$ cat config.mk
export PLATFORM = sky130hd
export DESIGN_NAME = cdb_arbiter
export DESIGN_NICKNAME = d
export VERILOG_FILES = /design/src/rtl/cdb_pkg.sv /design/src/rtl/cdb_pick_first.sv /design/src/rtl/cdb_arbiter.sv
export SDC_FILE = /design/constraint.sdc
export NUM_CORES = 1
export LEC_CHECK = 0
export ABC_AREA = 1
export BUFFER_PORTS_ARGS = -buffer_cell sky130_fd_sc_hd__buf_4
export CORE_AREA = 4 4 71 138
export DETAILED_ROUTE_END_ITERATION = 12
export DIE_AREA = 0 0 75 142
export GPL_ROUTABILITY_DRIVEN = 1
export PLACE_DENSITY = 0.69
export REMOVE_ABC_BUFFERS = 1
export SETUP_SLACK_MARGIN = 0.2
export SYNTH_ARGS = -nofsm -noshare
export SYNTH_HDL_FRONTEND = slang
export SYNTH_SLANG_ARGS = --single-unit
export TNS_END_PERCENT = 5
$ cat constraint.sdc
create_clock -name clk -period 2.42 [get_ports clk]
set_input_delay 0.242 -clock clk [delete_from_list [all_inputs] [get_ports clk]]
set_output_delay 0.242 -clock clk [all_outputs]
set_load 0.01 [all_outputs]
$ cat src/rtl/cdb_pkg.sv
// Shared constants and helpers for the CDB write-back arbiter.
package cdb_pkg;

  localparam int unsigned NUM_REQ = 4;
  localparam int unsigned NUM_CDB = 2;
  localparam int unsigned IDX_W   = 4;
  localparam int unsigned DATA_W  = 16;
  localparam int unsigned REQ_W   = $clog2(NUM_REQ);

  typedef logic [REQ_W-1:0] req_id_t;

  localparam req_id_t REQ_FXU0   = req_id_t'(0);
  localparam req_id_t REQ_FXU1   = req_id_t'(1);
  localparam req_id_t REQ_LSU    = req_id_t'(2);
  localparam req_id_t REQ_BRANCH = req_id_t'(3);

  // Distance of a ROB entry from the head; wraps through IDX_W-bit truncation.
  function automatic logic [IDX_W-1:0] rob_age(input logic [IDX_W-1:0] idx,
                                                input logic [IDX_W-1:0] head);
    return idx - head;
  endfunction

endpackage

$ cat src/rtl/cdb_pick_first.sv
// Finds the lowest set bit of a NUM_REQ-wide request vector.
module cdb_pick_first
  import cdb_pkg::*;
(
  input  logic [NUM_REQ-1:0] vec_i,
  output logic               found_o,
  output req_id_t            pos_o
);

  always_comb begin
    found_o = 1'b0;
    pos_o   = '0;
    // Descending scan so the lowest set bit is the final assignment.
    for (int i = NUM_REQ - 1; i >= 0; i--) begin
      if (vec_i[i]) begin
        found_o = 1'b1;
        pos_o   = req_id_t'(i);
      end
    end
  end

endmodule

$ cat src/rtl/cdb_arbiter.sv
// CDB write-back arbiter: grants up to NUM_CDB results per cycle and registers them onto the CDB.
// Round-robin by default; define CDB_AGE_PRIORITY_EN to grant the oldest ROB entries first.
module cdb_arbiter
  import cdb_pkg::*;
(
  input  logic                       clk,
  input  logic                       rst_n,
  input  logic                       flush,
  input  logic [IDX_W-1:0]           rob_head_idx,
  input  logic [NUM_REQ-1:0]         req_valid_flat,
  input  logic [NUM_REQ*IDX_W-1:0]   req_idx_flat,
  input  logic [NUM_REQ*DATA_W-1:0]  req_value_flat,
  output logic [NUM_REQ-1:0]         req_ready_flat,
  output logic [NUM_CDB-1:0]         cdb_valid_flat,
  output logic [NUM_CDB*IDX_W-1:0]   cdb_idx_flat,
  output logic [NUM_CDB*DATA_W-1:0]  cdb_value_flat
);

  function automatic req_id_t rr_add(input req_id_t a, input req_id_t b);
    int s;
    s = int'(a) + int'(b);
    if (s >= int'(NUM_REQ)) s = s - int'(NUM_REQ);
    return req_id_t'(s);
  endfunction

  // Keeps only the oldest candidates of v; ties resolve to the lower requester.
  function automatic logic [NUM_REQ-1:0] oldest_mask(
    input logic [NUM_REQ-1:0]            v,
    input logic [NUM_REQ-1:0][IDX_W-1:0] ages
  );
    logic [NUM_REQ-1:0] m;
    m = v;
    for (int i = 0; i < NUM_REQ; i++) begin
      for (int j = 0; j < NUM_REQ; j++) begin
        if (v[j] && (ages[j] < ages[i] || (ages[j] == ages[i] && j < i))) m[i] = 1'b0;
      end
    end
    return m;
  endfunction

  logic [NUM_REQ-1:0] req_valid;
  logic [IDX_W-1:0]   req_idx   [NUM_REQ];
  logic [DATA_W-1:0]  req_value [NUM_REQ];

  always_comb begin
    for (int i = 0; i < NUM_REQ; i++) begin
      req_valid[i] = req_valid_flat[NUM_REQ-1-i];
      req_idx[i]   = req_idx_flat[(NUM_REQ-1-i)*IDX_W +: IDX_W];
      req_value[i] = req_value_flat[(NUM_REQ-1-i)*DATA_W +: DATA_W];
    end
  end

  req_id_t rr_ptr_q, rr_ptr_d;
  logic [NUM_REQ-1:0] base_valid;

`ifdef CDB_AGE_PRIORITY_EN
  logic [NUM_REQ-1:0][IDX_W-1:0] age;
  logic unused_rr_ptr;

  always_comb begin
    for (int i = 0; i < NUM_REQ; i++) age[i] = rob_age(req_idx[i], rob_head_idx);
  end

  assign base_valid    = req_valid;
  assign unused_rr_ptr = ^rr_ptr_q;
`else
  logic unused_head;

  // Rotated so that slot 0 is the requester rr_ptr points at.
  always_comb begin
    base_valid = '0;
    for (int j = 0; j < NUM_REQ; j++) base_valid[j] = req_valid[rr_add(rr_ptr_q, req_id_t'(j))];
  end

  assign unused_head = ^rob_head_idx;
`endif

  logic    found  [NUM_CDB];
  req_id_t win_id [NUM_CDB];

  for (genvar k = 0; k < NUM_CDB; k++) begin : g_stage
    logic [NUM_REQ-1:0] avail;
    logic [NUM_REQ-1:0] cand;
    logic               stage_found;
    req_id_t            pos;

    if (k == 0) begin : g_first
      assign avail = base_valid;
    end else begin : g_next
      assign avail = g_stage[k-1].avail &
                     ~({{(NUM_REQ-1){1'b0}}, g_stage[k-1].stage_found} << g_stage[k-1].pos);
    end

`ifdef CDB_AGE_PRIORITY_EN
    assign cand      = oldest_mask(avail, age);
    assign win_id[k] = pos;
`else
    assign cand      = avail;
    assign win_id[k] = rr_add(rr_ptr_q, pos);
`endif

    cdb_pick_first u_pick (
      .vec_i   (cand),
      .found_o (stage_found),
      .pos_o   (pos)
    );

    assign found[k] = stage_found;
  end

  logic [NUM_REQ-1:0] grant;

  always_comb begin
    grant = '0;
    for (int k = 0; k < NUM_CDB; k++) begin
      if (found[k]) grant[win_id[k]] = 1'b1;
    end
    for (int i = 0; i < NUM_REQ; i++) begin
      req_ready_flat[NUM_REQ-1-i] = grant[i] & ~flush & rst_n;
    end
  end

  logic [NUM_CDB-1:0] cdb_valid_q, cdb_valid_d;
  logic [IDX_W-1:0]   cdb_idx_q   [NUM_CDB];
  logic [IDX_W-1:0]   cdb_idx_d   [NUM_CDB];
  logic [DATA_W-1:0]  cdb_value_q [NUM_CDB];
  logic [DATA_W-1:0]  cdb_value_d [NUM_CDB];

  always_comb begin
    cdb_valid_d = '0;
    cdb_idx_d   = cdb_idx_q;
    cdb_value_d = cdb_value_q;
    rr_ptr_d    = rr_ptr_q;
    if (flush) begin
      rr_ptr_d = '0;
    end else begin
      for (int k = 0; k < NUM_CDB; k++) begin
        if (found[k]) begin
          cdb_valid_d[k] = 1'b1;
          cdb_idx_d[k]   = req_idx[win_id[k]];
          cdb_value_d[k] = req_value[win_id[k]];
          rr_ptr_d       = rr_add(win_id[k], req_id_t'(1));
        end
      end
    end
`ifdef CDB_AGE_PRIORITY_EN
    rr_ptr_d = '0;
`endif
  end

  always_ff @(posedge clk or negedge rst_n) begin
    if (!rst_n) begin
      rr_ptr_q    <= '0;
      cdb_valid_q <= '0;
      for (int p = 0; p < NUM_CDB; p++) begin
        cdb_idx_q[p]   <= '0;
        cdb_value_q[p] <= '0;
      end
    end else begin
      rr_ptr_q    <= rr_ptr_d;
      cdb_valid_q <= cdb_valid_d;
      cdb_idx_q   <= cdb_idx_d;
      cdb_value_q <= cdb_value_d;
    end
  end

  always_comb begin
    for (int p = 0; p < NUM_CDB; p++) begin
      cdb_valid_flat[NUM_CDB-1-p]                    = cdb_valid_q[p];
      cdb_idx_flat[(NUM_CDB-1-p)*IDX_W +: IDX_W]     = cdb_idx_q[p];
      cdb_value_flat[(NUM_CDB-1-p)*DATA_W +: DATA_W] = cdb_value_q[p];
    end
  end

endmodule
==> results.json <==
{
  "rr_startpoint": "rr_ptr_q[0]$_DFFE_PN0P_",
  "drc": 0,
  "start_util": 0.389,
  "dr_total_vias": 4099,
  "wl_um": 12600,
  "ys_async_sr_fraction": 1.00,
  "ff2ff_setup_slack_ns": -0.32,
  "io_buffer_count": 132,
  "switchingPower_uw": 5220,
  "yosysTopAreaCell": "dfrtp_1",
  "nNetsFinal": 793,
  "synth_area_leaders": "dfrtp_1 33%, nand2_1 29%, nand3_1 7.1%",
  "dpl_cell_area_mm2": 0.00462,
  "max_slew_margin": 0.608,
  "maxCapViolCount": 0,
  "cts_hold_buf": 0,
  "final_util": 0.591,
  "netlist_top_cells_count": "261 x nand2_1, 48 x nand3_1, 44 x dfrtp_1, 36 x inv_1, 28 x nor2_1",
  "power_frac_clock": 0.067,
  "n_antenna_cell": 0,
  "grt-ovfl-total": 0,
  "drt-initial-drc-count": 181,
  "track_usage": 0.241,
  "p_int_uw": 5260,
  "cts.clk_slew.worst_paths_ns": 0.06,
  "io_pins": 137,
  "clk_latency_ns": 0.29,
  "antenna_found_initial": 0,
  "first_pass_iters": 4,
  "fin_ws_ns": -0.390,
  "ys_warn_count": 0,
  "core-area_mm2": 0.00871,
  "crit_fanout": 6,
  "tightest_slew_ns": 0.587,
  "gp_congestion": 0.856,
  "dp_worst_setup_slack_ns": -0.242,
  "die_h_um": 142,
  "crit_required_ns": 2.18,
  "p_leak_uw": 0.00284,
  "critPathKind": "flip-flop to primary output",
  "synth-edff-count": 0,
  "dp_hpwl_um": 9260,
  "cts_max_level": 2,
  "rsz0062_at_grt": "true",
  "placedCellCount": 778,
  "num_rows": 48,
  "violations": "negative setup slack",
  "cts.sinks": 44,
  "grt_pass1_vias": 4198,
  "hp-class": "input pin to asynchronous set/reset pin",
  "fmax_mhz": 356,
  "grt_pass1_wl_um": 19600,
  "cts_root_buf": "clkbuf_16",
  "cts_tree": "done",
  "syn-cell-area_mm2": 0.00338,
  "drive_above_1_share": 0.359,
  "synth.avg_cell_area_um2": 6.23,
  "drt-wirelength-per-cell_um": 15.8,
  "die_area_mm2": 0.0107,
  "reg2reg_to": "rr_ptr_q[1]$_DFFE_PN0P_",
  "yosysUniqueCellTypes": 24,
  "drtAntennaViolNets": 0,
  "fp.dieW_um": 75,
  "comb_power_share": 0.804,
  "sequentialPowerShare": 0.129,
  "finalSetupViolCount": 42,
  "crit_arrival_ns": 2.57,
  "cp-end-kind": "primary output",
  "finalCritPeriodShare": 1.16,
  "power_density_mw_per_mm2": 2040,
  "seq_area_frac_synth": 0.325,
  "critPathLaunchType": "flip-flop",
  "numCtsBuffers": 5,
  "finClkSkew_ns": 0.00377,
  "final_area_mm2": 0.00515,
  "syn_inst": 543,
  "yosysMostFrequentCell": "nand2_1",
  "synthToLayoutAreaGrowth_pct": 52.2,
  "ys.flop_type": "dfrtp_1",
  "ir_drop_uv": 1240,
  "switching_share": 0.498,
  "ys_ff_latch": 44,
  "clockBufferDepth": 2,
  "synth.top_cell.area_share": 0.325,
  "rr_worst_depth": 22,
  "final_hold_viol_count": 0,
  "fin_cells": 800,
  "grt_max_degree": 45,
  "layout_min_cycle_time_ns": 2.81,
  "hold_slack_ns": 0.0679,
  "status": "complete, but fails checks",
  "vias_per_cell": 5.12,
  "report.final.slew_viol_count": 0
}
-- flip-flops by register name, indices dropped and copies added, names as in the netlist --
register,flops
cdb_valid_q,2
rr_ptr_q,2
cdb_value_flat,32
cdb_idx_flat,8
-- critical path, stage by stage (launching register included) --
cell and delay [ns]:
dfrtp_2 0.46, buf_6 0.15, nand2_2 0.06, nand2_2 0.07, nand2_2 0.07, nand2_2 0.07, a21oi_4 0.18, o21bai_4 0.07
nand2_2 0.08, ha_4 0.15, xor2_2 0.18, inv_1 0.10, nand3_2 0.11, nand2_4 0.09, inv_4 0.07, nand2_1 0.06
a21oi_2 0.15, buf_4 0.14
-- layer usage --
metal  share of wire  global-route usage  wire [um]  vias to the layer above
met2            0.55               0.441       6930                      146
met4           0.053               0.130        666                        0
met5               0                   0          0                        -
li1                -                   -          -                     2008
met1            0.35               0.250       4430                     1903
met3           0.047              0.0339        598                       42
-- power by group through the flow --
stage / logic [uW] / registers [uW] / clock network, uW
final: 8420 / 1350 / 705
after CTS: 7880 / 1360 / 717
after global placement: 6920 / 1360 / 0
after detailed placement: 7080 / 1360 / 0
after global routing: 9270 / 1400 / 750
after floorplan: 3690 / 1500 / 0
-- worst max-delay path by stage --
stage,from,endpoint
final,rr_ptr_q[0]$_DFFE_PN0P_,req_ready_flat[2]
after CTS,rr_ptr_q[0]$_DFFE_PN0P_,req_ready_flat[0]
after global routing,rr_ptr_q[0]$_DFFE_PN0P_,req_ready_flat[2]
after detailed placement,rr_ptr_q[0]$_DFFE_PN0P_,req_ready_flat[2]
after floorplan,rr_ptr_q[0]$_DFFE_PN0P_,req_ready_flat[1]
after global placement,rr_ptr_q[0]$_DFFE_PN0P_,req_ready_flat[3]
-- layout make-up --
cell class,instances,area [um^2]
clock buffers,8,146
fillers,805,3560
flip-flops and latches,44,1100
inverters,40,165
repair buffers,179,1440
well taps,100,125
multi-input cells,429,2170
-- cells by family after synthesis --
group | synth area share
buffers and inverters | 0.0954
xor gates and xnor gates | 0.00518
adders and majority gates | 0.0111
muxes | 0.0592
and+or+nand+nor | 0.414
DFF | 0.325
AOI/OAI and AO/OA | 0.0899
-- placed cells by master, fill, tap and decap left out, types with 6 or more instances in the layout --
master   instances
nand2_1        239
buf_4          167
nor2_1          23
a21oi_1         21
o21ai_0         26
inv_1           33
nand2_2         26
mux2i_1         20
nand3_2          6
dfrtp_1         42
nand3_1         42
-- repair_timing --
item | CTS | global route
gates resized for setup | 40 | 39
cloned | 0 | 0
setup endpoints to repair | 45 | 47
setup buffers | 12 | 2
pin swaps | 17 | 19
-- through the flow --
| step | power [uW] | setup TNS, ns |
|---|---|---|
| after global placement | 8290 | -2.14 |
| after detailed placement | 8450 | -6.01 |
| final | 10500 | -2.90 |
| after global routing | 11400 | -9.18 |
| after CTS | 9950 | -1.47 |
| after floorplan | 5190 | -30.48 |
No activity file was read; power rests on OpenSTA's default activity.
